## src/rtl/input_capture_mc_pkg.sv

```systemverilog
// Shared definitions for the multi-channel input capture block.
// Latency: none (types and constant functions only).
// Backpressure: not applicable.
package input_capture_pkg;

  // Edge-select encoding, two bits per channel
  typedef enum logic [1:0] {
    EDGE_NONE = 2'b00,
    EDGE_RISE = 2'b01,
    EDGE_FALL = 2'b10,
    EDGE_BOTH = 2'b11
  } edge_sel_e;

  // FIFO pointer width; a depth of 1 still needs a 1-bit pointer
  function automatic int ptr_width(input int depth);
    return (depth > 1) ? $clog2(depth) : 1;
  endfunction

  // Channel-select width; a single channel still gets a 1-bit select
  function automatic int sel_width(input int n);
    return (n > 1) ? $clog2(n) : 1;
  endfunction

endpackage

```

## src/rtl/input_capture_mc_if.sv

```systemverilog
// Pop/status bus between the capture block and the control_logic front-end.
// Latency: a pop issued in cycle n returns data in cycle n+1.
// Backpressure: none; an empty or out-of-range pop simply returns o_rd_valid=0.
interface input_capture_mc_if
  import input_capture_pkg::*;
#(
  parameter int CNT_W   = 16,
  parameter int CH_NUM  = 4,
  parameter int RD_CH_W = sel_width(CH_NUM)
);
  logic               i_rd;
  logic [RD_CH_W-1:0] i_rd_ch;
  logic [CNT_W-1:0]   o_rd_data;
  logic               o_rd_valid;
  logic [CH_NUM-1:0]  o_ic_flg;
  logic [CH_NUM-1:0]  o_ovf;

  // Bus front-end side
  modport master (
    output i_rd, i_rd_ch,
    input  o_rd_data, o_rd_valid, o_ic_flg, o_ovf
  );

  // Capture block side
  modport slave (
    input  i_rd, i_rd_ch,
    output o_rd_data, o_rd_valid, o_ic_flg, o_ovf
  );
endinterface

```

## src/rtl/input_capture_mc_chan.sv

```systemverilog
// One capture channel: pin synchroniser, edge detector, snapshot FIFO, sticky overflow.
// Latency: pin change sampled at edge k is pushed at edge k+SYNC_STAGES, flagged right after.
// Backpressure: a full FIFO drops the new capture and sets ovf unless a pop frees a slot that cycle.
module ic_chan
  import input_capture_pkg::*;
#(
  parameter int CNT_W       = 16,
  parameter int FIFO_DEPTH  = 4,
  parameter int SYNC_STAGES = 2
) (
  input  logic             clk,
  input  logic             rst_n,
  input  logic             armed,
  input  logic             cap_pin,
  input  logic             ch_en,
  input  logic [1:0]       edge_sel,
  input  logic             ch_clr,
  input  logic             pop_req,
  input  logic [CNT_W-1:0] cap_val,
  output logic             pop_ok,
  output logic [CNT_W-1:0] head_data,
  output logic             not_empty,
  output logic             ovf
);
  localparam int PTR_W = ptr_width(FIFO_DEPTH);
  localparam logic [PTR_W:0] DEPTH_C = (PTR_W+1)'(FIFO_DEPTH);

  logic [SYNC_STAGES-1:0] sync_q;
  logic                   hist_q;
  logic                   rise;
  logic                   fall;
  logic                   edge_hit;
  edge_sel_e              sel;

  logic [CNT_W-1:0] mem_q [FIFO_DEPTH];
  logic [PTR_W-1:0] wr_ptr_q;
  logic [PTR_W-1:0] rd_ptr_q;
  logic [PTR_W:0]   count_q;
  logic             ovf_q;

  logic full;
  logic empty;
  logic push_req;
  logic push_ok;
  logic ovf_set;

  // Shift the asynchronous pin through the synchroniser; history trails the last stage
  always_ff @(posedge clk) begin
    if (!rst_n) begin
      sync_q <= '0;
      hist_q <= 1'b0;
    end else begin
      sync_q <= {sync_q[SYNC_STAGES-2:0], cap_pin};
      hist_q <= sync_q[SYNC_STAGES-1];
    end
  end

  assign rise = sync_q[SYNC_STAGES-1] & ~hist_q;
  assign fall = ~sync_q[SYNC_STAGES-1] & hist_q;
  assign sel  = edge_sel_e'(edge_sel);

  // Qualify the raw transitions with the live edge select
  always_comb begin
    edge_hit = 1'b0;
    case (sel)
      EDGE_RISE: edge_hit = rise;
      EDGE_FALL: edge_hit = fall;
      EDGE_BOTH: edge_hit = rise | fall;
      default:   edge_hit = 1'b0;
    endcase
  end

  assign full     = (count_q == DEPTH_C);
  assign empty    = (count_q == '0);
  assign push_req = armed & ch_en & edge_hit & ~ch_clr;
  assign pop_ok   = pop_req & ~ch_clr & ~empty;
  // A pop in the same cycle frees the head slot, so a full FIFO still accepts the push
  assign push_ok  = push_req & (~full | pop_ok);
  assign ovf_set  = push_req & full & ~pop_ok;

  // Snapshot storage; contents are meaningless outside the occupied window so no reset
  always_ff @(posedge clk) begin
    if (push_ok) begin
      mem_q[wr_ptr_q] <= cap_val;
    end
  end

  // Pointer and occupancy bookkeeping; a flush discards any same-cycle push or pop
  always_ff @(posedge clk) begin
    if (!rst_n || ch_clr) begin
      wr_ptr_q <= '0;
      rd_ptr_q <= '0;
      count_q  <= '0;
    end else begin
      if (push_ok) wr_ptr_q <= wr_ptr_q + 1'b1;
      if (pop_ok)  rd_ptr_q <= rd_ptr_q + 1'b1;
      case ({push_ok, pop_ok})
        2'b10:   count_q <= count_q + 1'b1;
        2'b01:   count_q <= count_q - 1'b1;
        default: count_q <= count_q;
      endcase
    end
  end

  // Sticky overflow, cleared only by flush or reset
  always_ff @(posedge clk) begin
    if (!rst_n || ch_clr) begin
      ovf_q <= 1'b0;
    end else if (ovf_set) begin
      ovf_q <= 1'b1;
    end
  end

  assign head_data = mem_q[rd_ptr_q];
  assign not_empty = ~empty;
  assign ovf       = ovf_q;

endmodule

```

## src/rtl/input_capture_mc.sv

```systemverilog
// Multi-channel input capture: shared prescaled timebase, per-channel capture FIFOs, indexed pop.
// Latency: pop data one cycle after i_rd; capture visible SYNC_STAGES+1 cycles after the pin edge.
// Backpressure: none on the pop side; full FIFOs drop new captures and raise o_ovf.
module input_capture_mc
  import input_capture_pkg::*;
#(
  parameter int CNT_W       = 16,
  parameter int CH_NUM      = 4,
  parameter int FIFO_DEPTH  = 4,
  parameter int SYNC_STAGES = 2
) (
  input  logic                  i_sysclk,
  input  logic                  i_sysrst,
  input  logic                  i_cnt_en,
  input  logic                  i_cnt_clr,
  input  logic                  i_prs_tick,
  input  logic [CH_NUM-1:0]     i_cap_pin,
  input  logic [CH_NUM-1:0]     i_ch_en,
  input  logic [2*CH_NUM-1:0]   i_edge_sel,
  input  logic [CH_NUM-1:0]     i_ch_clr,
  input_capture_mc_if.slave     bus,
  output logic [CNT_W-1:0]      o_cnt_data,
  output logic                  o_cnt_wrap
);
  localparam int SEL_W = sel_width(CH_NUM);
  localparam int ARM_W = $clog2(SYNC_STAGES + 2);
  localparam logic [ARM_W-1:0] ARM_MAX = ARM_W'(SYNC_STAGES + 1);

  logic [CNT_W-1:0]  cnt_q;
  logic              wrap_q;
  logic [ARM_W-1:0]  arm_q;
  logic              armed;

  logic [CH_NUM-1:0] pop_sel;
  logic [CH_NUM-1:0] pop_ok;
  logic [CH_NUM-1:0] not_empty;
  logic [CH_NUM-1:0] ovf;
  logic [CNT_W-1:0]  head_arr [CH_NUM];
  logic [CNT_W-1:0]  sel_data;

  logic [CNT_W-1:0]  rd_data_q;
  logic              rd_valid_q;

  // Free-running timebase; clear wins and never produces a wrap pulse
  always_ff @(posedge i_sysclk) begin
    if (!i_sysrst) begin
      cnt_q  <= '0;
      wrap_q <= 1'b0;
    end else begin
      wrap_q <= 1'b0;
      if (i_cnt_clr) begin
        cnt_q <= '0;
      end else if (i_cnt_en && i_prs_tick) begin
        cnt_q  <= cnt_q + 1'b1;
        wrap_q <= &cnt_q;
      end
    end
  end

  // Hold off detection until the synchronisers and history flops hold real pin data
  always_ff @(posedge i_sysclk) begin
    if (!i_sysrst) begin
      arm_q <= '0;
    end else if (arm_q != ARM_MAX) begin
      arm_q <= arm_q + 1'b1;
    end
  end

  assign armed = (arm_q == ARM_MAX);

  // Decode the pop index; out-of-range indices match no channel
  always_comb begin
    pop_sel = '0;
    for (int c = 0; c < CH_NUM; c++) begin
      pop_sel[c] = bus.i_rd && (bus.i_rd_ch == SEL_W'(c));
    end
  end

  for (genvar g = 0; g < CH_NUM; g++) begin : g_chan
    ic_chan #(
      .CNT_W      (CNT_W),
      .FIFO_DEPTH (FIFO_DEPTH),
      .SYNC_STAGES(SYNC_STAGES)
    ) u_chan (
      .clk      (i_sysclk),
      .rst_n    (i_sysrst),
      .armed    (armed),
      .cap_pin  (i_cap_pin[g]),
      .ch_en    (i_ch_en[g]),
      .edge_sel (i_edge_sel[2*g+1:2*g]),
      .ch_clr   (i_ch_clr[g]),
      .pop_req  (pop_sel[g]),
      .cap_val  (cnt_q),
      .pop_ok   (pop_ok[g]),
      .head_data(head_arr[g]),
      .not_empty(not_empty[g]),
      .ovf      (ovf[g])
    );
  end

  // At most one channel pops per cycle, so a priority-free OR-style select suffices
  always_comb begin
    sel_data = '0;
    for (int c = 0; c < CH_NUM; c++) begin
      if (pop_ok[c]) sel_data = head_arr[c];
    end
  end

  // Registered read port; data holds when nothing was popped
  always_ff @(posedge i_sysclk) begin
    if (!i_sysrst) begin
      rd_valid_q <= 1'b0;
      rd_data_q  <= '0;
    end else begin
      rd_valid_q <= |pop_ok;
      if (|pop_ok) rd_data_q <= sel_data;
    end
  end

  assign bus.o_rd_data  = rd_data_q;
  assign bus.o_rd_valid = rd_valid_q;
  assign bus.o_ic_flg   = not_empty;
  assign bus.o_ovf      = ovf;
  assign o_cnt_data     = cnt_q;
  assign o_cnt_wrap     = wrap_q;

endmodule

```

## src/flat_wrapper.sv

```systemverilog
// flat-port wrapper written by rule: the top's interface ports become plain ports
module input_capture_mc_flat import input_capture_pkg::*;
#(
  parameter int CNT_W       = 16,
  parameter int CH_NUM      = 4,
  parameter int FIFO_DEPTH  = 4,
  parameter int SYNC_STAGES = 2
)
  (i_sysclk, i_sysrst, i_cnt_en, i_cnt_clr, i_prs_tick, i_cap_pin, i_ch_en, i_edge_sel, i_ch_clr, o_cnt_data, o_cnt_wrap, bus_i_rd, bus_i_rd_ch, bus_o_rd_data, bus_o_rd_valid, bus_o_ic_flg, bus_o_ovf);
  input_capture_mc_if #(.CNT_W(CNT_W), .CH_NUM(CH_NUM), .RD_CH_W(2)) bus_i ();
  input  logic i_sysclk;
  input  logic i_sysrst;
  input  logic i_cnt_en;
  input  logic i_cnt_clr;
  input  logic i_prs_tick;
  input  logic [CH_NUM-1:0] i_cap_pin;
  input  logic [CH_NUM-1:0] i_ch_en;
  input  logic [2*CH_NUM-1:0] i_edge_sel;
  input  logic [CH_NUM-1:0] i_ch_clr;
  output logic [CNT_W-1:0] o_cnt_data;
  output logic o_cnt_wrap;
  input wire logic [$bits(bus_i.i_rd)-1:0] bus_i_rd;
  input wire logic [$bits(bus_i.i_rd_ch)-1:0] bus_i_rd_ch;
  output wire logic [$bits(bus_i.o_rd_data)-1:0] bus_o_rd_data;
  output wire logic [$bits(bus_i.o_rd_valid)-1:0] bus_o_rd_valid;
  output wire logic [$bits(bus_i.o_ic_flg)-1:0] bus_o_ic_flg;
  output wire logic [$bits(bus_i.o_ovf)-1:0] bus_o_ovf;
  assign bus_i.i_rd = bus_i_rd;
  assign bus_i.i_rd_ch = bus_i_rd_ch;
  assign bus_o_rd_data = bus_i.o_rd_data;
  assign bus_o_rd_valid = bus_i.o_rd_valid;
  assign bus_o_ic_flg = bus_i.o_ic_flg;
  assign bus_o_ovf = bus_i.o_ovf;
  input_capture_mc #(.CNT_W(CNT_W), .CH_NUM(CH_NUM), .FIFO_DEPTH(FIFO_DEPTH), .SYNC_STAGES(SYNC_STAGES)) u_core (.i_sysclk(i_sysclk), .i_sysrst(i_sysrst), .i_cnt_en(i_cnt_en), .i_cnt_clr(i_cnt_clr), .i_prs_tick(i_prs_tick), .i_cap_pin(i_cap_pin), .i_ch_en(i_ch_en), .i_edge_sel(i_edge_sel), .i_ch_clr(i_ch_clr), .bus(bus_i), .o_cnt_data(o_cnt_data), .o_cnt_wrap(o_cnt_wrap));
endmodule
```

## config.mk

```make
export PLATFORM = sky130hd
export DESIGN_NAME = input_capture_mc_flat
export DESIGN_NICKNAME = d
export VERILOG_FILES = /design/src/rtl/input_capture_mc_pkg.sv /design/src/rtl/input_capture_mc_if.sv /design/src/rtl/input_capture_mc_chan.sv /design/src/rtl/input_capture_mc.sv /design/src/flat_wrapper.sv
export SDC_FILE = /design/constraint.sdc
export NUM_CORES = 1
export LEC_CHECK = 0
export CORE_MARGIN = 3
export CORE_UTILIZATION = 45
export DETAILED_ROUTE_END_ITERATION = 6
export SETUP_SLACK_MARGIN = 0.5
export SYNTH_ARGS = -nofsm -noshare
export SYNTH_HDL_FRONTEND = slang
export SYNTH_SLANG_ARGS = --single-unit
```

## constraint.sdc

```tcl
create_clock -name i_sysclk -period 6.8 [get_ports i_sysclk]
set_clock_uncertainty 0.15 [all_clocks]
set_input_delay 1.36 -clock i_sysclk [delete_from_list [all_inputs] [get_ports i_sysclk]]
set_output_delay 1.36 -clock i_sysclk [all_outputs]
set_load 0.02 [all_outputs]
```

# After elaboration in Yosys (flattened, before gate mapping)
# Memories as Yosys holds them, arrays and structs flattened. A register that Yosys moved wholly into a read port is not among the register bits.
# Cells that the tools add are included.
# word_totals
wordCells	205
memories	4
ram_bits	256
register_bits	80
in_bits	28
out_inout_bits	42
# classes
n_addsub	18
reduce_logical	23
bitwise	74
mux	28
n_eq_ne	29
# memory_table
name	depth	width	read_ports	rd_clocked_by_memory_dff	wr	line	text
u_core.g_chan[0].u_chan.mem_q	4	16	1	1	1	input_capture_mc_chan.sv:35	logic [CNT_W-1:0] mem_q [FIFO_DEPTH];
u_core.g_chan[1].u_chan.mem_q	4	16	1	1	1	input_capture_mc_chan.sv:35	
u_core.g_chan[2].u_chan.mem_q	4	16	1	1	1	input_capture_mc_chan.sv:35	
u_core.g_chan[3].u_chan.mem_q	4	16	1	1	1	input_capture_mc_chan.sv:35	
# ops
cell	count
$mux W16	4
$and A1 B1 Y1	40
$eq A2 B2 Y1 const B	15
$not A1 Y1	26
$pmux W3 S2	4
$add A2 B1 Y2 const B	9
$eq A2 B1 Y1 const B	9
$add A16 B1 Y16 const B	1
$mux W2	8
$reduce_and A16 Y1	1
$add A3 B1 Y3 const B	4
$eq A3 B3 Y1 const B	4
$logic_not A3 Y1	4
$pmux W1 S3	4
$sub A3 B1 Y3 const B	4
$mux W1	8
$or A1 B1 Y1	8
$reduce_bool A2 Y1	4
$logic_and A1 B1 Y1	5
$logic_or A1 B1 Y1	4
$reduce_or A4 Y1	1
$reduce_or A3 Y1	1
$logic_not A2 Y1	1
$ne A2 B2 Y1 const B	1
2 further kinds	2

# Logic depth before layout (Yosys ltp)
# Gate-level depths: netlist of run 1.
# depth
ltp_word	9
ltp_mapped	11

# Modules after synthesis
# Synthesis of run 1 repeated with hierarchy kept, for this count alone.
# unflattened
cells_unflattened	901
area_unflattened_um2	13969.6
# modules_own_cells
module	cells_each	seq_area_each_um2	area_each_um2	n_inst
ic_chan	158	2182.1	3007.9	4
input_capture_mc	269	720.7	1938.1	1

# Worst setup path before layout of run 1
# No wires, ideal clock.
# synth_timing
kind	input to register
from	input bus_i_rd_ch[0]
to	register u_core.g_chan[3].u_chan.count_q[2]
t_arrival_ns	3.146
setup_slack_ns	3.375
path_buffers	3
cell_stages	10
path_cell_list	buf_2 -> nand4b_1 -> nand2b_1 -> clkbuf_1 -> clkbuf_1 -> nor2_1 -> fa_1 -> nor3_1 -> o21ai_0 -> nor3b_2
# synth_between
elab_chain_len	8
elab_cells_between_ends	10
classes_between	eq/ne: 3; mux: 1; bitwise: 4; reduce/logical: 2
# synth_rtl
element	line	text
start, declared	flat_wrapper.sv:23	input wire logic [$bits(bus_i.i_rd_ch)-1:0] bus_i_rd_ch;
$eq A2 B2 Y1 *	input_capture_mc.sv:75	pop_sel[c] = bus.i_rd && (bus.i_rd_ch == SEL_W'(c));
$logic_and A1 B1 Y1 *	input_capture_mc.sv:75	
$and A1 B1 Y1 * (2 in a row)	input_capture_mc_chan.sv:76	assign pop_ok = pop_req & ~ch_clr & ~empty;
$or A1 B1 Y1	input_capture_mc_chan.sv:78	assign push_ok = push_req & (~full | pop_ok);
$and A1 B1 Y1	input_capture_mc_chan.sv:78	
$eq A2 B1 Y1 or $eq A2 B2 Y1 (tied branches)	input_capture_mc_chan.sv:97	case ({push_ok, pop_ok})
$pmux W3 S2 or $reduce_bool A2 Y1 (tied branches)	-	
end signal, assigned	input_capture_mc_chan.sv:98	2'b10: count_q <= count_q + 1'b1;
end signal, assigned	input_capture_mc_chan.sv:99	2'b01: count_q <= count_q - 1'b1;
end signal, assigned	input_capture_mc_chan.sv:100	default: count_q <= count_q;
end, declared	input_capture_mc_chan.sv:38	logic [PTR_W:0] count_q;
# Every way passes the cells marked *; elsewhere a longest branch is shown, timed or not.
# A chain may end at the register's enable or synchronous reset.

# Worst setup path after layout of run 1
# layout_timing
from	input bus_i_rd_ch[0]
to	memory u_core.g_chan[0].u_chan.mem_q[1][6], enable pin
# layout_between
elab_chain_len	8
# layout_rtl
element	line	text
$logic_not A2 Y1	input_capture_mc.sv:75	
$logic_and A1 B1 Y1	input_capture_mc.sv:75	
$and A1 B1 Y1 (2 in a row)	input_capture_mc_chan.sv:76	
$or A1 B1 Y1	input_capture_mc_chan.sv:78	
$and A1 B1 Y1	input_capture_mc_chan.sv:78	
$mux W1	input_capture_mc_chan.sv:83	if (push_ok) begin
$mux W1 (implied by the code)	input_capture_mc_chan.sv:84	mem_q[wr_ptr_q] <= cap_val;
end, declared	input_capture_mc_chan.sv:35	
# No other way between the ends.

==> impl_metrics.py, run 1 <==
metrics = {
    "grt": {
        "gr-total-overflow": 0,
        "grt_pass1_wl_mm": 45.9,
        "grt_usage": 0.188,
        "antenna_found_initial": 0,
        "grt_max_degree": 37,
        "grt_pass1_vias": 7235,
    },
    "timing": {
        "tns_ns": 0,
        "fin_crit_sh": 0.554,
        "final-hold-violation-count": 0,
        "period_minus_slack_ns": 3.76,
        "final_max_slew_viol_count": 0,
        "rsz0062_at_grt": "false",
        "fmax_mhz": 266,
        "tightestPinTransition_ns": 1.22,
        "slew_headroom": 0.177,
        "setup_viol": 0,
    },
    "clocking": {
        "cts_buffers": 37,
        "cts_resized": 0,
        "htreeDepth": 2,
        "postCtsHoldBufs": 0,
        "cts_root_buf": "clkbuf_16",
        "clock_latency_ns": 0.52,
        "clkSinkCount": 344,
        "cts_tree": "yes",
        "cts.clk_slew.worst_paths_ns": 0.06,
        "clock_path_buffers": 3,
        "cts_setup_buffers": 0,
    },
    "run": {
        "cap_viol_max_count": 0,
    },
    "critical_path": {
        "reg2reg_to": "u_core.g_chan[2].u_chan.mem_q[3][10]$_DFFE_PP_",
        "startpoint_type": "primary input",
        "crit_required_ns": 6.79,
        "crit_path_start": "bus_i_rd_ch[0]",
        "r2r_setup_slack_ns": 3.96,
        "cp_max_fo": 16,
        "crit_end": "u_core.g_chan[0].u_chan.mem_q[1][6]$_DFFE_PP_",
        "timing.rr.start": "u_core.g_chan[2].u_chan.sync_q[1]$_SDFF_PN0_",
        "path_class": "primary input to flip-flop",
        "worstPathArrival_ns": 3.76,
        "critPathCaptureType": "flip-flop",
        "reg2regPathDepth": 6,
    },
    "min_path": {
        "hp-class": "flip-flop to flip-flop",
    },
    "placement": {
        "io_buffers": 69,
        "globalplace.congestion": 0.925,
        "dp_hpwl_mm": 19.7,
        "dpl-instance-area_um2": 14700,
    },
    "status": {
        "outcome": "complete, no violations",
    },
    "routing": {
        "drt-initial-drc-count": 681,
        "wl_mm": 30.7,
        "drt-vias-per-instance": 5.38,
        "postRouteAntennaNets": 0,
        "drc": 0,
        "vias": 7150,
        "drt-wirelength-per-cell_um": 23.1,
        "drt_pass1_iterations": 5,
    },
    "logic_synthesis": {
        "yosysWarnings": 0,
        "ys_seq_area_frac": 0.693,
        "netlist_area_um2": 13600,
        "ys_async_sr_fraction": 0,
        "synth_flop_cell": "edfxtp_1",
        "synth-edff-count": 256,
        "syn_area_per_cell_um2": 16.3,
        "yosys.cell_types.count": 48,
        "synth_seq_cells": 344,
        "synthCells": 834,
        "synthesis.nets": 892,
    },
    "floorplanning": {
        "initial_core_util": 0.459,
        "io_pins": 70,
        "fp-row-count": 63,
        "die_x_um": 180,
        "die_h_um": 180,
        "fp.dieArea_um2": 32400,
        "core_um2": 29700,
    },
    "power_and_ir_drop": {
        "p_leak_nw": 5.09,
        "p_int_mw": 3.32,
        "seqPwrFrac": 0.541,
        "clock_power_share": 0.445,
        "ir_worst_vdd_mv": 0.193,
        "power_density_nw_per_um2": 262,
        "power_frac_comb": 0.014,
        "switchingPower_mw": 0.820,
        "p_sw_frac": 0.198,
    },
    "finish": {
        "finalInstanceArea_um2": 15800,
        "fin_util": 0.531,
        "antennaDiodeCount": 0,
        "drive_gt1_frac": 0.157,
        "fin_nets": 969,
        "syn2layout_area_growth_pct": 15.9,
    },
}
[logic make-up (layout without fill, tap and decap cells)]
kind of cell,count (synthesis),in the layout,synth area share
flops,344,344,0.693
simple gates,192,192,0.0777
compound gates,100,100,0.0455
mux,73,73,0.113
buf+inv,66,170,0.0223
fa+ha+maj,30,30,0.0297
xor+xnor,29,29,0.0186
[through the flow]
step                setup slack, ns  cells  total power, mW  hold slack (ns)
CTS                            3.00   1328             4.18            0.293
finish                         3.04   1328             4.14            0.288
detailed placement             2.48   1262             2.34            0.268
global route                   2.81   1328             4.28            0.300
floorplan                      3.37    834             2.31            0.262
global placement               2.53   1262             2.34            0.269
[power by group through the flow]
| stage | clock network, mW | registers (mW) | logic [mW] |
|---|---|---|---|
| finish | 1.84 | 2.24 | 0.0588 |
| global route | 1.98 | 2.24 | 0.0650 |
| CTS | 1.89 | 2.24 | 0.0596 |
| floorplan | 0 | 2.28 | 0.0286 |
| detailed placement | 0 | 2.28 | 0.0590 |
| global placement | 0 | 2.28 | 0.0585 |
[placed cells by master (no fill, tap or decap), types with 2 or more instances in the layout]
cell and instances:
clkinv_2 9, fa_1 4, a22oi_1 17, o21ai_0 24
nand2_1 30, nand3_1 3, nand4_1 7, nor3b_2 2
and3_1 4, nor3_1 9, inv_1 21, clkbuf_1 12
a31oi_1 16, buf_4 14, or3_4 2, dfxtp_1 88
and2_1 30, inv_6 2, nor2_1 61, edfxtp_1 256
o21ai_1 3, a211oi_4 2, ha_1 26, nor2b_1 10
o311a_1 2, nand3b_1 8, xnor2_1 14, nand2b_1 7
mux4_2 64, nor4_4 3, xor2_1 15, a21oi_1 33
clkdlybuf4s50_1 69, clkinv_1 3, or4_1 2, mux2i_1 5
or3_1 6, mux2_2 4, clkbuf_16 37, a211oi_2 2
[cell usage after synthesis, types with 9 or more instances]
library cell    n  area [um2]
a21oi_1        33         165
edfxtp_1      256        7690
dfxtp_1        88        1760
and2_1         30         188
ha_1           26         325
mux4_2         64        1440
a31oi_1        16         100
xnor2_1        14         123
inv_1          21        78.8
buf_2          15        75.1
nand2_1        30         113
clkbuf_1       13        48.8
a22oi_1        17         128
xor2_1         15         131
nor2b_1        10        62.6
o21ai_0        24         120
nor2_1         61         229
nor3_1          9        45.0
[per-layer routing]
metal  global-route usage  routed length, um
met5                    0                  0
met4               0.0491                641
met3               0.0501               2350
met2                0.301              14600
met1                0.259              13100
[registers in the layout (all words and copies together) (netlist names), 2 cells and up, named ones only]
signal and count:
u_core.g_chan.u_chan.wr_ptr_q 8, u_core.g_chan.u_chan.sync_q 8, u_core.bus.o_rd_data 16, u_core.g_chan.u_chan.mem_q 256, u_core.g_chan.u_chan.count_q 12, u_core.arm_q 2, u_core.g_chan.u_chan.ovf 4, u_core.g_chan.u_chan.hist_q 4
u_core.o_cnt_data 16, u_core.g_chan.u_chan.rd_ptr_q 8
[critical path: stages]
cell             delay [ns]
clkdlybuf4s50_1        0.60
o311a_1                0.46
a211oi_2               0.54
and2_1                 0.78
[area by class of cell]
class	instances	area, um2
Fill cell	2454	13900
Sequential cell	344	9450
Multi-Input combinational cell	424	3880
Clock buffer	50	985
Timing Repair Buffer	83	796
Tap cell	390	488
Clock inverter	16	111
Inverter	21	78.8
[how the worst min path moves through the flow]
stage                                                       startpoint                                           end  slack, ns  cells past startpoint
after CTS                 u_core.g_chan[1].u_chan.sync_q[0]$_SDFF_PN0_  u_core.g_chan[1].u_chan.sync_q[1]$_SDFF_PN0_       0.29                      1
after floorplan           u_core.g_chan[0].u_chan.sync_q[0]$_SDFF_PN0_  u_core.g_chan[0].u_chan.sync_q[1]$_SDFF_PN0_       0.26                      1
after global placement    u_core.g_chan[1].u_chan.sync_q[0]$_SDFF_PN0_  u_core.g_chan[1].u_chan.sync_q[1]$_SDFF_PN0_       0.27                      1
final                     u_core.g_chan[0].u_chan.sync_q[0]$_SDFF_PN0_  u_core.g_chan[0].u_chan.sync_q[1]$_SDFF_PN0_       0.29                      1
after detailed placement  u_core.g_chan[3].u_chan.sync_q[0]$_SDFF_PN0_  u_core.g_chan[3].u_chan.sync_q[1]$_SDFF_PN0_       0.27                      1
after global routing      u_core.g_chan[1].u_chan.sync_q[0]$_SDFF_PN0_  u_core.g_chan[1].u_chan.sync_q[1]$_SDFF_PN0_       0.30                      1
No activity file was read; power rests on OpenSTA's default activity.
==> run 2: changes to the inputs <==
==> constraint.sdc (replaced) <==
create_clock -name i_sysclk -period 3.91 [get_ports i_sysclk]
set_clock_uncertainty 0.15 [all_clocks]
set_input_delay 0.782 -clock i_sysclk [delete_from_list [all_inputs] [get_ports i_sysclk]]
set_output_delay 0.782 -clock i_sysclk [all_outputs]
set_load 0.02 [all_outputs]
==> run 2 against run 1 <==
  * Critical path depth fell by 3
  * Sequential cell count did not move
  * Total power rose by 82%
  * Sequential share of layout area fell by 1.3 points
  * Non-clock buffer count rose by 27
  * Combinational power rose by 77%
  * Clock power rose by 92%
  * Register-to-register slack got worse by 2.6 ns
  * Worst setup slack got worse by 2.2 ns
==> impl_metrics.py, run 2 (synthesized netlist as in run 1, its figures left out) <==
metrics = {
    "routing": {
        "drt-vias-per-instance": 5.36,
        "drt-wirelength-per-cell_um": 21.6,
        "drt-initial-drc-count": 454,
        "postRouteAntennaNets": 0,
        "wl_mm": 29.2,
        "drc": 0,
        "drt_pass1_iterations": 5,
        "vias": 7269,
    },
    "floorplanning": {
        "initial_core_util": 0.459,
        "die_x_um": 180,
        "core_um2": 29700,
        "io_pins": 70,
        "die_h_um": 180,
        "fp-row-count": 63,
        "fp.dieArea_um2": 32400,
    },
    "finish": {
        "finalInstanceArea_um2": 16200,
        "fin_nets": 996,
        "antennaDiodeCount": 0,
        "drive_gt1_frac": 0.184,
        "layout_common_cells": "256 x edfxtp_1, 88 x dfxtp_1, 69 x clkdlybuf4s50_1, 64 x mux4_2, 61 x nor2_1",
        "largest_reg_flops": 256,
        "regMostFlops": "u_core.g_chan.u_chan.mem_q",
        "syn2layout_area_growth_pct": 18.5,
        "mostFrequentLayoutCell": "edfxtp_1",
    },
    "critical_path": {
        "worstSetupPathDepth": 1,
        "crit_chain": "clkdlybuf4s50_1",
        "startpoint_type": "flip-flop",
        "path_buf_inv": 1,
        "critPathCaptureType": "primary output",
        "cpMaxStageDelayCell": "dfxtp_1",
        "crit_path_start": "u_core.o_cnt_data[15]$_SDFFE_PP0P_",
        "timing.rr.start": "u_core.g_chan[2].u_chan.sync_q[1]$_SDFF_PN0_",
        "cp_max_fo": 20,
        "crit_end": "o_cnt_data[15]",
        "reg2reg_to": "u_core.g_chan[2].u_chan.count_q[2]$_SDFFE_PP0P_",
        "cpLargestDelayFamily": "flip-flops",
        "worstPathArrival_ns": 2.11,
        "slowest_delay_ns": 0.84,
        "reg2regPathDepth": 11,
        "r2r_setup_slack_ns": 1.34,
        "path_class": "flip-flop to primary output",
        "crit_required_ns": 2.98,
    },
    "clocking": {
        "clkSinkCount": 344,
        "cts_tree": "yes",
        "htreeDepth": 2,
        "cts_root_buf": "clkbuf_16",
        "cts_setup_buffers": 0,
        "clock_path_buffers": 3,
        "cts_resized": 0,
        "cts.clk_slew.worst_paths_ns": 0.06,
        "postCtsHoldBufs": 0,
        "cts_buffers": 37,
        "clock_latency_ns": 0.52,
    },
    "timing": {
        "fin_crit_sh": 0.778,
        "fmax_mhz": 329,
        "final-hold-violation-count": 0,
        "final_max_slew_viol_count": 0,
        "period_minus_slack_ns": 3.04,
        "tns_ns": 0,
        "setup_viol": 0,
        "rsz0062_at_grt": "false",
        "tightestPinTransition_ns": 0.858,
        "slew_headroom": 0.427,
    },
    "grt": {
        "gr-total-overflow": 0,
        "grt_pass1_vias": 7616,
        "grt_pass1_wl_mm": 45.8,
        "antenna_found_initial": 0,
        "grt_usage": 0.183,
        "grt_max_degree": 23,
    },
    "placement": {
        "dpl-instance-area_um2": 14900,
        "dp_hpwl_mm": 19.5,
        "globalplace.congestion": 0.775,
        "io_buffers": 69,
    },
    "power_and_ir_drop": {
        "switchingPower_mw": 1.42,
        "power_frac_comb": 0.014,
        "p_int_mw": 6.11,
        "p_sw_frac": 0.189,
        "p_leak_nw": 5.31,
        "clock_power_share": 0.469,
        "seqPwrFrac": 0.517,
        "power_density_nw_per_um2": 466,
        "p_total_mw": 7.53,
        "ir_worst_vdd_mv": 0.364,
    },
    "min_path": {
        "hp-class": "flip-flop to flip-flop",
    },
    "status": {
        "outcome": "complete, no violations",
    },
    "run": {
        "cap_viol_max_count": 0,
    },
}
[run 2: metal layers]
metal / routed length, um / share of wire / vias to the layer above / global-route usage
met5: 0 / 0 / - / 0
met4: 635 / 0.022 / 0 / 0.0448
met3: 1430 / 0.049 / 47 / 0.0287
met2: 14300 / 0.49 / 180 / 0.305
met1: 12900 / 0.44 / 3663 / 0.255
li1: - / - / 3379 / -
[run 2: worst min-delay path by stage]
stage,from,end,cells past startpoint
2_1_floorplan,u_core.g_chan[0].u_chan.sync_q[0]$_SDFF_PN0_,u_core.g_chan[0].u_chan.sync_q[1]$_SDFF_PN0_,1
3_3_place_gp,u_core.g_chan[3].u_chan.sync_q[0]$_SDFF_PN0_,u_core.g_chan[3].u_chan.sync_q[1]$_SDFF_PN0_,1
3_5_place_dp,u_core.g_chan[1].u_chan.sync_q[0]$_SDFF_PN0_,u_core.g_chan[1].u_chan.sync_q[1]$_SDFF_PN0_,1
4_1_cts,u_core.g_chan[1].u_chan.sync_q[0]$_SDFF_PN0_,u_core.g_chan[1].u_chan.sync_q[1]$_SDFF_PN0_,1
5_1_grt,u_core.g_chan[2].u_chan.sync_q[0]$_SDFF_PN0_,u_core.g_chan[2].u_chan.sync_q[1]$_SDFF_PN0_,1
6_report,u_core.g_chan[2].u_chan.sync_q[0]$_SDFF_PN0_,u_core.g_chan[2].u_chan.sync_q[1]$_SDFF_PN0_,1
[run 2: power by group through the flow]
stage	Sequential, mW	Clock (mW)	Combinational (mW)
2_1_floorplan	3.97	0	0.0496
3_3_place_gp	3.97	0	0.104
3_5_place_dp	3.97	0	0.105
4_1_cts	3.89	3.60	0.106
5_1_grt	3.89	3.76	0.115
6_report	3.89	3.53	0.104
[run 2: area by class of cell]
cell class	instances	area, um2
clock buffer	49	1020
clock inverter	18	218
fill	2365	13600
timing repair buffer	110	1010
tap	390	488
multi-input combinational	424	3880
sequential	344	9450
inverter	21	78.8
[run 2: stage by stage]
stage,hold slack (ns),setup WS (ns),cells,utilization
after CTS,0.290,0.830,1356,0.544
after detailed placement,0.278,0.513,1289,0.502
after floorplan,0.262,1.06,834,-
final,0.285,0.867,1356,0.544
after global routing,0.302,0.765,1356,0.544
after global placement,0.273,0.568,1289,0.502
[run 2: worst reg2reg max path, stage by stage (launching register included)]
cell and delay [ns]:
dfxtp_1 0.38, inv_1 0.06, ha_1 0.28, nor2b_1 0.10, o21ai_0 0.21, a21oi_1 0.23
nor2_1 0.08, fa_1 0.37, and2_1 0.15, a22oi_1 0.23, xor2_1 0.17, nor2_1 0.05
==> run 3: changes to the inputs <==
--- a/config.mk
+++ b/config.mk
@@ -8,6 +8,7 @@
 export CORE_MARGIN = 3
 export CORE_UTILIZATION = 45
 export DETAILED_ROUTE_END_ITERATION = 6
+export PLACE_DENSITY = 0.65
 export SETUP_SLACK_MARGIN = 0.5
 export SYNTH_ARGS = -nofsm -noshare
 export SYNTH_HDL_FRONTEND = slang
==> constraint.sdc (replaced) <==
create_clock -name i_sysclk -period 2.6 [get_ports i_sysclk]
set_clock_uncertainty 0.15 [all_clocks]
set_input_delay 0.52 -clock i_sysclk [delete_from_list [all_inputs] [get_ports i_sysclk]]
set_output_delay 0.52 -clock i_sysclk [all_outputs]
set_load 0.02 [all_outputs]
==> run 3 against run 2 <==
  * Via count increased by 9.7%
  * Die area unchanged
  * Final cell count increased by 5.6%
  * Combinational power increased by 110%
  * Global-route usage increased by 1.8 points
  * Wire length increased by 15%
  * Sequential power increased by 50%
  * Total power increased by 53%
  * Sequential cell count unchanged
  * Critical endpoint is now bus_o_ic_flg[2]
  * Largest power group unchanged
==> impl_metrics.py, run 3 (synthesized netlist as in run 1, its figures left out) <==
metrics = {
    "finish": {
        "syn2layout_area_growth_pct": 27.3,
        "regMostFlops": "u_core.g_chan.u_chan.mem_q",
        "num-fill-cells": 2290,
        "fin_nets": 1072,
        "layout_common_cells": "256 x edfxtp_1, 83 x buf_4, 64 x mux4_2, 62 x dfxtp_1, 56 x nor2_1",
        "drive_gt1_frac": 0.354,
        "largest_reg_flops": 256,
        "mostFrequentLayoutCell": "edfxtp_1",
        "finalInstanceArea_um2": 17300,
        "fin_cells": 1432,
        "fin_util": 0.584,
    },
    "floorplanning": {
        "fp-row-count": 63,
        "initial_core_util": 0.459,
        "fp.dieArea_um2": 32400,
        "core_um2": 29700,
        "die_x_um": 180,
        "die_h_um": 180,
        "io_pins": 70,
    },
    "timing": {
        "fmax_mhz": 452,
        "final_max_slew_viol_count": 0,
        "tightestPinTransition_ns": 0.529,
        "final-hold-violation-count": 0,
        "period_minus_slack_ns": 2.21,
        "tns_ns": 0,
        "fin_ws_ns": 0.385,
        "setup_viol": 0,
        "rsz0062_at_grt": "true",
        "finalHoldWorstSlack_ns": 0.285,
        "slew_headroom": 0.648,
        "fin_crit_sh": 0.852,
    },
    "clocking": {
        "clock_path_buffers": 3,
        "htreeDepth": 2,
        "cts_tree": "yes",
        "cts_buffers": 36,
        "postCtsHoldBufs": 0,
        "cts_root_buf": "clkbuf_16",
        "clkSinkCount": 344,
        "clock_latency_ns": 0.52,
        "cts.clk_slew.worst_paths_ns": 0.06,
    },
    "power_and_ir_drop": {
        "p_sw_frac": 0.191,
        "power_frac_comb": 0.019,
        "p_leak_nw": 5.61,
        "power_density_nw_per_um2": 664,
        "switchingPower_mw": 2.21,
        "clock_power_share": 0.473,
        "seqPwrFrac": 0.508,
        "p_int_mw": 9.31,
        "p_total_mw": 11.5,
        "ir_worst_vdd_mv": 0.575,
    },
    "routing": {
        "drt_pass1_iterations": 5,
        "wl_mm": 33.5,
        "postRouteAntennaNets": 0,
        "drt-initial-drc-count": 763,
        "drc": 0,
        "drt-wirelength-per-cell_um": 23.4,
        "vias": 7972,
        "drt-vias-per-instance": 5.57,
    },
    "grt": {
        "grt_pass1_wl_mm": 49.1,
        "grt_pass1_vias": 8051,
        "top_usage_layer": "met2",
        "grtUsageMet3": 0.0373,
        "use_met2": 0.319,
        "gr-total-overflow": 0,
        "grt_usage": 0.200,
        "grt_max_degree": 37,
        "antenna_found_initial": 0,
        "grtUsageMet1": 0.278,
    },
    "placement": {
        "dpl-instance-area_um2": 15300,
        "dp_hpwl_mm": 20.3,
        "dp.cells": 1326,
        "place_ws_ns": -0.174,
        "io_buffers": 69,
        "globalplace.congestion": 0.881,
    },
    "critical_path": {
        "cp_max_fo": 3,
        "critPathCaptureType": "primary output",
        "startpoint_type": "flip-flop",
        "worstPathArrival_ns": 1.54,
        "path_class": "flip-flop to primary output",
        "crit_required_ns": 1.93,
    },
    "status": {
        "outcome": "complete, no violations",
    },
    "run": {
        "cap_viol_max_count": 0,
    },
    "min_path": {
        "hp-class": "flip-flop to flip-flop",
    },
}
[run 3: changes by cell type in the layout (fill, tap and decap cells not counted), sizes merged]
cell / delta
buf: +62
clkdlybuf4s50: -51
dlygate4sd2: +40
and2: +16
clkdlybuf4s15: +4
dlymetal6s2s: +4
clkbuf: -3
bufinv: +2
clkinvlp: +1
diode: +1
[run 3: repair_timing]
item                                    in CTS  in global routing
pin swaps                                   44                 37
gates resized for setup                    148                 55
endpoints found under the setup margin     312                272
cloned                                       8                  9
buffers inserted                            10                 13
hold endpoints to repair                     0                  0
[run 3: critical path: stages (launching register included)]
cell	delay (ns)
dfxtp_2	0.35
nor3_4	0.20
buf_4	0.15
inv_1	0.03
dlygate4sd2_1	0.31
[run 3: cell type report]
type                       instances  area [um2]  area share
multi-input combinational        440        4470       0.258
sequential                       344        9500       0.548
inverter                          21        78.8     0.00454
clock buffer                      44         971      0.0560
clock inverter                    21         297      0.0171
timing repair buffer             171        1540      0.0887
tap                              390         488      0.0281
antenna                            1        2.50    0.000144
[run 3: power groups by stage]
stage | Clock [mW] | Combinational, mW | Sequential [mW]
after floorplan | 0 | 0.0810 | 5.97
after global placement | 0 | 0.187 | 5.97
after detailed placement | 0 | 0.188 | 5.97
after CTS | 5.53 | 0.213 | 5.85
after global routing | 5.75 | 0.239 | 5.85
final | 5.45 | 0.219 | 5.85
[run 3: final timing paths]
path,startpoint,endpoint,slack (ns),cells past startpoint
max,u_core.g_chan[2].u_chan.count_q[2]$_SDFFE_PP0P_,bus_o_ic_flg[2],0.39,4
min,u_core.g_chan[2].u_chan.sync_q[0]$_SDFF_PN0_,u_core.g_chan[2].u_chan.sync_q[1]$_SDFF_PN0_,0.28,1
max reg2reg,u_core.g_chan[3].u_chan.sync_q[1]$_SDFF_PN0_,u_core.g_chan[3].u_chan.count_q[2]$_SDFFE_PP0P_,0.47,11
min reg2reg,u_core.g_chan[2].u_chan.sync_q[0]$_SDFF_PN0_,u_core.g_chan[2].u_chan.sync_q[1]$_SDFF_PN0_,0.28,1
[run 3: layer usage]
metal  up-vias  share of wire
met5         -         0.0013
met2       315           0.48
met4         2          0.034
met3        66          0.067
met1      4030           0.42
li1       3559              -
